File: src/rtl/alu_pkg.sv
// alu_pkg: opcodes, FSM states and constants shared by the multi-cycle ALU
package alu_pkg;
  typedef enum logic [3:0] {
    OP_AND = 4'b0000, OP_OR  = 4'b0001, OP_ADD = 4'b0010, OP_XOR = 4'b0011,
    OP_SHL = 4'b0100, OP_SUB = 4'b0110, OP_MUL = 4'b0111, OP_EQ  = 4'b1000,
    OP_NE  = 4'b1001, OP_LTU = 4'b1010, OP_GEU = 4'b1011, OP_SHR = 4'b1100,
    OP_SRA = 4'b1110, OP_DIV = 4'b1111
  } op_t;
  typedef enum logic [1:0] {IDLE, BUSY, HOLD} state_t;
  localparam int MAX_WIDTH = 1024;
  localparam logic [MAX_WIDTH-1:0] DIV0_ONES = '1;
endpackage

File: src/rtl/alu_div_iter.sv
// alu_div_iter: restoring unsigned divider, one quotient bit per clock
module alu_div_iter #(parameter int WIDTH = 32) (
  input  logic             clk,
  input  logic             rst_n,
  input  logic             start,
  input  logic [WIDTH-1:0] a,
  input  logic [WIDTH-1:0] b,
  output logic             busy,
  output logic             done,
  output logic [WIDTH-1:0] quotient
);
  localparam int CW = $clog2(WIDTH);
  logic [WIDTH-1:0] rem, quo, div, src_rem, src_quo, src_div, rem_nx, quo_nx;
  logic [WIDTH:0] shifted, diff;
  logic [CW-1:0] cnt;
  // One restoring step; the start cycle feeds the fresh operands so it performs the first bit
  always_comb begin
    src_rem = start ? '0 : rem;
    src_quo = start ? a : quo;
    src_div = start ? b : div;
    shifted = {src_rem, src_quo[WIDTH-1]};
    diff = shifted - {1'b0, src_div};
    rem_nx = diff[WIDTH] ? shifted[WIDTH-1:0] : diff[WIDTH-1:0];
    quo_nx = {src_quo[WIDTH-2:0], !diff[WIDTH]};
  end
  // Iteration state; done is raised after the last bit and clears busy on the following edge
  always_ff @(posedge clk or negedge rst_n)
    if (!rst_n) begin
      rem <= '0;
      quo <= '0;
      div <= '0;
      cnt <= '0;
      busy <= 1'b0;
      done <= 1'b0;
    end else if (start) begin
      rem <= rem_nx;
      quo <= quo_nx;
      div <= b;
      cnt <= CW'(WIDTH - 1);
      busy <= 1'b1;
      done <= 1'b0;
    end else if (busy && cnt != '0) begin
      rem <= rem_nx;
      quo <= quo_nx;
      cnt <= cnt - 1'b1;
      done <= cnt == CW'(1);
    end else begin
      busy <= 1'b0;
      done <= 1'b0;
    end
  assign quotient = quo;
endmodule

File: src/rtl/alu_mc.sv
// alu_mc: handshaked ALU with single-cycle ops and an iterative divider
module alu_mc
  import alu_pkg::*;
#(
  parameter int WIDTH = 32,
  parameter int SHW = $clog2(WIDTH)
) (
  input  logic             clk,
  input  logic             rst_n,
  input  logic             in_valid,
  output logic             in_ready,
  input  logic [3:0]       operation,
  input  logic [WIDTH-1:0] A,
  input  logic [WIDTH-1:0] B,
  output logic             out_valid,
  input  logic             out_ready,
  output logic [WIDTH-1:0] ALUResult,
  output logic             zero,
  output logic             div_by_zero
);
  state_t state, state_nx;
  logic [WIDTH-1:0] alu_out, quotient;
  logic fire, is_div, b_big, div_start, div_busy, div_done;
  assign in_ready = state == IDLE;
  assign out_valid = state == HOLD;
  assign zero = ALUResult == '0;
  assign fire = in_valid && in_ready;
  assign is_div = operation == OP_DIV;
  assign b_big = |B[WIDTH-1:SHW];
  assign div_start = fire && is_div && B != '0 && !div_busy;
  alu_div_iter #(.WIDTH(WIDTH)) u_div (
    .clk(clk),
    .rst_n(rst_n),
    .start(div_start),
    .a(A),
    .b(B),
    .busy(div_busy),
    .done(div_done),
    .quotient(quotient)
  );
  // Single-cycle operations; anything unlisted (including div) yields zero here
  always_comb begin
    alu_out = '0;
    case (operation)
      OP_ADD:  alu_out = A + B;
      OP_SUB:  alu_out = A - B;
      OP_MUL:  alu_out = A * B;
      OP_SHL:  alu_out = b_big ? '0 : A << B[SHW-1:0];
      OP_SHR:  alu_out = b_big ? '0 : A >> B[SHW-1:0];
      OP_SRA:  alu_out = b_big ? {WIDTH{A[WIDTH-1]}} : $unsigned($signed(A) >>> B[SHW-1:0]);
      OP_AND:  alu_out = A & B;
      OP_OR:   alu_out = A | B;
      OP_XOR:  alu_out = A ^ B;
      OP_EQ:   alu_out = WIDTH'(A == B);
      OP_NE:   alu_out = WIDTH'(A != B);
      OP_LTU:  alu_out = WIDTH'(A < B);
      OP_GEU:  alu_out = WIDTH'(A >= B);
      default: alu_out = '0;
    endcase
  end
  // FSM state register
  always_ff @(posedge clk or negedge rst_n)
    if (!rst_n) state <= IDLE;
    else state <= state_nx;
  // Next state: non-div and div-by-zero go straight to HOLD, real divides wait in BUSY
  always_comb begin
    state_nx = state;
    state_nx = (state == IDLE && fire) ? (div_start ? BUSY : HOLD) :
               (state == BUSY && div_done) ? HOLD :
               (state == HOLD && out_ready) ? IDLE : state;
  end
  // Result register: loaded at the handshake, or with the quotient when the divider finishes
  always_ff @(posedge clk or negedge rst_n)
    if (!rst_n) begin
      ALUResult <= '0;
      div_by_zero <= 1'b0;
    end else if (fire && !div_start) begin
      ALUResult <= is_div ? DIV0_ONES[WIDTH-1:0] : alu_out;
      div_by_zero <= is_div;
    end else if (state == BUSY && div_done) begin
      ALUResult <= quotient;
      div_by_zero <= 1'b0;
    end
endmodule

File: config.mk
export PLATFORM = sky130hd
export DESIGN_NAME = alu_mc
export DESIGN_NICKNAME = d
export VERILOG_FILES = /design/src/rtl/alu_pkg.sv /design/src/rtl/alu_div_iter.sv /design/src/rtl/alu_mc.sv
export SDC_FILE = /design/constraint.sdc
export NUM_CORES = 2
export LEC_CHECK = 0
export BUFFER_PORTS_ARGS = -buffer_cell sky130_fd_sc_hd__buf_2
export CAP_MARGIN = 20
export CORE_UTILIZATION = 65
export CTS_CLUSTER_SIZE = 25
export DETAILED_ROUTE_END_ITERATION = 10
export PLACE_DENSITY = 0.93
export SLEW_MARGIN = 20
export SYNTH_ARGS = -nofsm -noshare
export SYNTH_HDL_FRONTEND = slang
export SYNTH_SLANG_ARGS = --single-unit
File: constraint.sdc
create_clock -name clk -period 6 [get_ports clk]
set_input_delay 0.9 -clock clk [delete_from_list [all_inputs] [get_ports clk]]
set_output_delay 0.9 -clock clk [all_outputs]
set_load 0.005 [all_outputs]
==> run metrics, run 1 <==
Die Height 224 um; register area share after synthesis 10.8%; mapped cell area 0.0320 mm^2; post-detail-place hpwl 110 mm; Yosys top cell by area fa_1; Log Error [ERROR GRT-0116] Global routing finished with congestion. Check the congestion regions in the DRC Viewer.; CTS Buffer Depth 2; vias in the first global route 43800; Syn Inst Count 3931; grt total ovfl 610; Post-Place Cell Area 0.0366 mm^2; first-pass GRT wire length 289 mm; pin count of the biggest net entering global routing 90; post-synth top area share 25.7%; Num Clock Sinks 138; Netlist cell types 94; Failed at global routing; TritonCTS Buffers 17; synthesized net count 4669; Initial Util 65.7%; H-tree levels 4; chip width 224 um; port bufs 107; std cell rows 81; Most used DFF post-synth dfrtp_1; total number of yosys warnings 0; overall routing resource usage 77.5%; Root Buffer clkbuf_16; GPL Wtd Cong 1.25; status stopped before the end; async set-or-reset flop fraction in the synthesized netlist 100%; number of synthesized flops with an enable pin 0; #FFs+latches synth 138; synthesized area per cell 8.15 um^2; Area contributors post-synth fa_1, dfrtp_1, ha_1; Ports 108
metrics by stage:
step	cells	TNS, ns	worst slack, ns
2_1_floorplan	3931	-20.81	-1.55
3_5_place_dp	4929	-39.80	-1.99
3_3_place_gp	4929	-34.61	-1.75
4_1_cts	4992	-22.36	-1.45
kinds of logic after synthesis:
logic type,Yosys count,synth area share [%]
DFF,138,10.8
buffers and inverters,781,9.39
AOI/OAI and AO/OA,807,17.0
and+or+nand+nor,1272,17.1
xor gates and xnor gates,128,3.56
muxes,139,6.60
adders and majority gates,666,35.6
cells in the mapped netlist (28+ instances only):
cell type / number
a211oi_1: 52
buf_1: 35
a21o_1: 45
buf_2: 35
and3_1: 29
a221o_1: 28
nor2_1: 517
xor2_1: 33
o21ai_0: 159
a22oi_1: 37
fa_1: 411
mux4_2: 57
mux2i_1: 74
and2_1: 37
xnor2_1: 94
dfrtp_1: 138
nand3_1: 48
nor3_1: 54
inv_1: 503
a21oi_1: 194
clkbuf_1: 186
nand2b_1: 28
ha_1: 255
nand2_1: 449
per-layer routing:
layer	GRT usage (%)	GRT overflow
met5	53.1	11
met4	76.4	214
met3	67.4	47
met2	88.4	303
met1	77.2	35
repair_timing:
item / CTS
hold buffers: 0
setup endpoints to repair: 30
pin swaps: 80
gates resized for setup: 191
gates cloned: 1
setup buffers: 30
==> run 2: changes to the inputs <==
Settings changed: CORE_UTILIZATION 65 to 40, CTS_CLUSTER_SIZE 25 to default, PLACE_DENSITY 0.93 to default, PLACE_DENSITY_LB_ADDON from default to 0.15.
==> run 2 against run 1 <==
Net effect: the flow now finishes, with violations (setup timing); synthesized area stayed put; synthesized cell count stayed put.
==> run metrics, run 2 <==
worst setup path end ALUResult[31]; GPL Wtd Cong 1.04 (-17%); Ports 108 (unchanged); crit end category register; Final Skew 0.0198 ns; Slew Viols, Final 0; Yosys top cell by area fa_1; count of final setup violators 22; register area share after synthesis 10.8% (unchanged); kind of cell adding the most delay to the critical path adder cells; DRT antenna net count 0; CTS Buffer Depth 2 (unchanged); pin count of the biggest net entering global routing 86; CP max stage delay 0.55 ns; vias per cell 5.91; final hold vios 0; most frequent cells in the layout buf_4, nor2_1, inv_1, nand2_1, fa_1; multi-input logic area 0.0268 mm^2; Crit Path Category in2reg; cell total after placement 5400 (+9.6%); Final Util 50.3%; # nets final 5134; drt first pass iters 8; DRC viols 0; cell with the most instances after synthesis nor2_1; Area growth syn-to-layout 24.1%; Worst Tran Pin Value 1.23 ns; Seq. cell area 0.00345 mm^2; Die Height 285 um (+27%); Netlist cell types 94 (unchanged); synthesized area per cell 8.15 um^2 (unchanged); Hold Crit Class in2async; routed via count 32300; Non-Filler Instances 5463; Clk pin slew, worst setup/hold paths 0.07 ns; slack of the critical path -1.32 ns; Most used DFF post-synth dfrtp_1; vias in the first global route 31700; grt total ovfl 0; status complete, but fails checks; chip width 285 um (+27%); CP Data Required Time 6.35 ns; Slowest-stage cell, CP fa_1; die area 0.0813 mm^2; Worst R2R Setup Slack 1.41 ns; number of synthesized flops with an enable pin 0 (unchanged); worst-skew pair later-pin latency 0.46 ns; critical path depth in cells 24; initial antenna violation count 9; failing checks setup timing; RSZ-0062 raised after global routing yes; CP arrival 7.67 ns; fillers 7699; reg2reg path depth 18; Fmax achieved 137 MHz; #FFs+latches synth 138 (unchanged); Worst setup SP type input pin; max-cap violations 0; worst-path fanout max 6; final period utilization 122%; std cell rows 103 (+27%); CTS tree yes; post-synth top area share 25.7% (unchanged); total number of yosys warnings 0 (unchanged); async set-or-reset flop fraction in the synthesized netlist 100% (unchanged); Setup crit start B[16]; Initial Util 40.5% (-25 points); post-detail-place hpwl 121 mm (+10%); Critical Path Most Common Cell fa_1; port bufs 107 (unchanged); Area contributors post-synth fa_1, dfrtp_1, ha_1; clock period minus worst slack 7.32 ns; synthesized net count 4669 (unchanged); Bufs and invs on worst path 7; DRT iter0 DRCs 3561; top post-synthesis cells by count nor2_1, inv_1, nand2_1; Num Clock Sinks 138 (unchanged); TritonCTS Buffers 17 (unchanged); Core Region 0.0791 mm^2; headroom to the max-slew limit 18.0%; Routed wire per std cell 27.5 um; H-tree levels 4 (unchanged); Syn Inst Count 3931 (unchanged); Root Buffer clkbuf_16; r2r endpoint u_div.rem[14]; commonest non-fill, non-tap cell in the layout buf_4; first-pass GRT wire length 218 mm; worst path cell trace buf_2 -> inv_1 -> buf_4 -> nor2_1 -> fa_1 -> fa_1 -> inv_1 -> fa_1 -> fa_1 -> inv_1 -> fa_1 -> fa_1 -> fa_1 -> fa_1 -> ha_1 -> inv_1 -> nor3_2 -> a221oi_2 -> o21ai_2 -> a211oi_2 -> buf_4 -> nor3_2 -> nor3b_4 -> o31a_1; Total Routed Length 150 mm; share of layout cells above drive strength 1 23.6%; R2R Path Start state[0]; mapped cell area 0.0320 mm^2 (unchanged); overall routing resource usage 36.8%
-- run 2: cell counts after synthesis --
Identical to the previous run, type by type.
-- run 2: metrics by stage --
step                      setup WS (ns)  setup TNS [ns]  hold slack (ns)  instance area, um^2
after global routing              -1.50          -25.79            0.510                39800
after floorplan                   -1.55          -20.81            0.454                32600
after CTS                         -1.22          -20.78            0.495                39500
after detailed placement          -2.13          -47.98            0.479                37800
final                             -1.32          -22.06            0.490                39800
after global placement            -2.11          -47.01            0.474                37800
-- run 2: kinds of logic (layout without fill, tap and decap cells) --
| logic type | count (synthesis) | count (layout) | synth area share, % |
|---|---|---|---|
| buffers and inverters | 781 | 1257 | 9.39 |
| multiplexers | 139 | 139 | 6.60 |
| other | 0 | 6 | 0 |
| AND/OR/NAND/NOR | 1272 | 1272 | 17.1 |
| flip-flops | 138 | 138 | 10.8 |
| XOR/XNOR | 128 | 128 | 3.56 |
| adder cells (fa/ha/maj) | 666 | 666 | 35.6 |
| AO/OA/AOI/OAI | 807 | 807 | 17.0 |
-- run 2: routing by layer --
layer | GRT usage [%] | routed length, um | vias to the layer above
met5 | 0 | 13 | -
met4 | 18.2 | 8670 | 2
met3 | 9.11 | 15300 | 391
met2 | 55.7 | 66100 | 1765
met1 | 49.0 | 60300 | 16100
li1 | - | - | 14100
-- run 2: timing repair --
item,CTS,global route
gates resized for setup,241,59
gates cloned,0,0
setup endpoints to repair,25,25
pin swaps,100,56
buffers inserted,30,17
hold buffers,0,0
-- run 2: worst min path at each step --
stage / slack, ns / startpoint / endpoint / depth (start not counted)
after detailed placement: 0.48 / u_div.rem[28] / u_div.rem[28] / 2
after CTS: 0.50 / u_div.rem[28] / u_div.rem[28] / 2
final: 0.49 / rst_n / u_div.rem[28] / 1
after floorplan: 0.45 / u_div.rem[28] / u_div.rem[28] / 2
after global placement: 0.47 / u_div.rem[28] / u_div.rem[28] / 2
after global routing: 0.51 / u_div.rem[28] / u_div.rem[28] / 2
-- run 2: worst register-to-register path: cells and delay by family, from the launching register on --
| kind | cells | cell delay [ns] |
|---|---|---|
| compound gates | 8 | 1.82 |
| xor+xnor | 1 | 0.17 |
| fa+ha+maj | 2 | 0.69 |
| buf+inv | 1 | 0.16 |
| flops | 1 | 0.43 |
| simple gates | 6 | 1.18 |
-- run 2: area by class of cell --
class	count	share of cell area, %
Antenna cell	6	0.0378
Clock buffer	17	1.07
Timing Repair Buffer	709	14.1
Multi-Input combinational cell	3012	67.4
Sequential cell	138	8.68
Tap cell	1050	3.30
Inverter	518	5.10
Clock inverter	13	0.308
Power of run 2 is left out: the tool's default activity adds up to more than one toggle a clock period on the data nets, which glitch-free logic cannot reach.
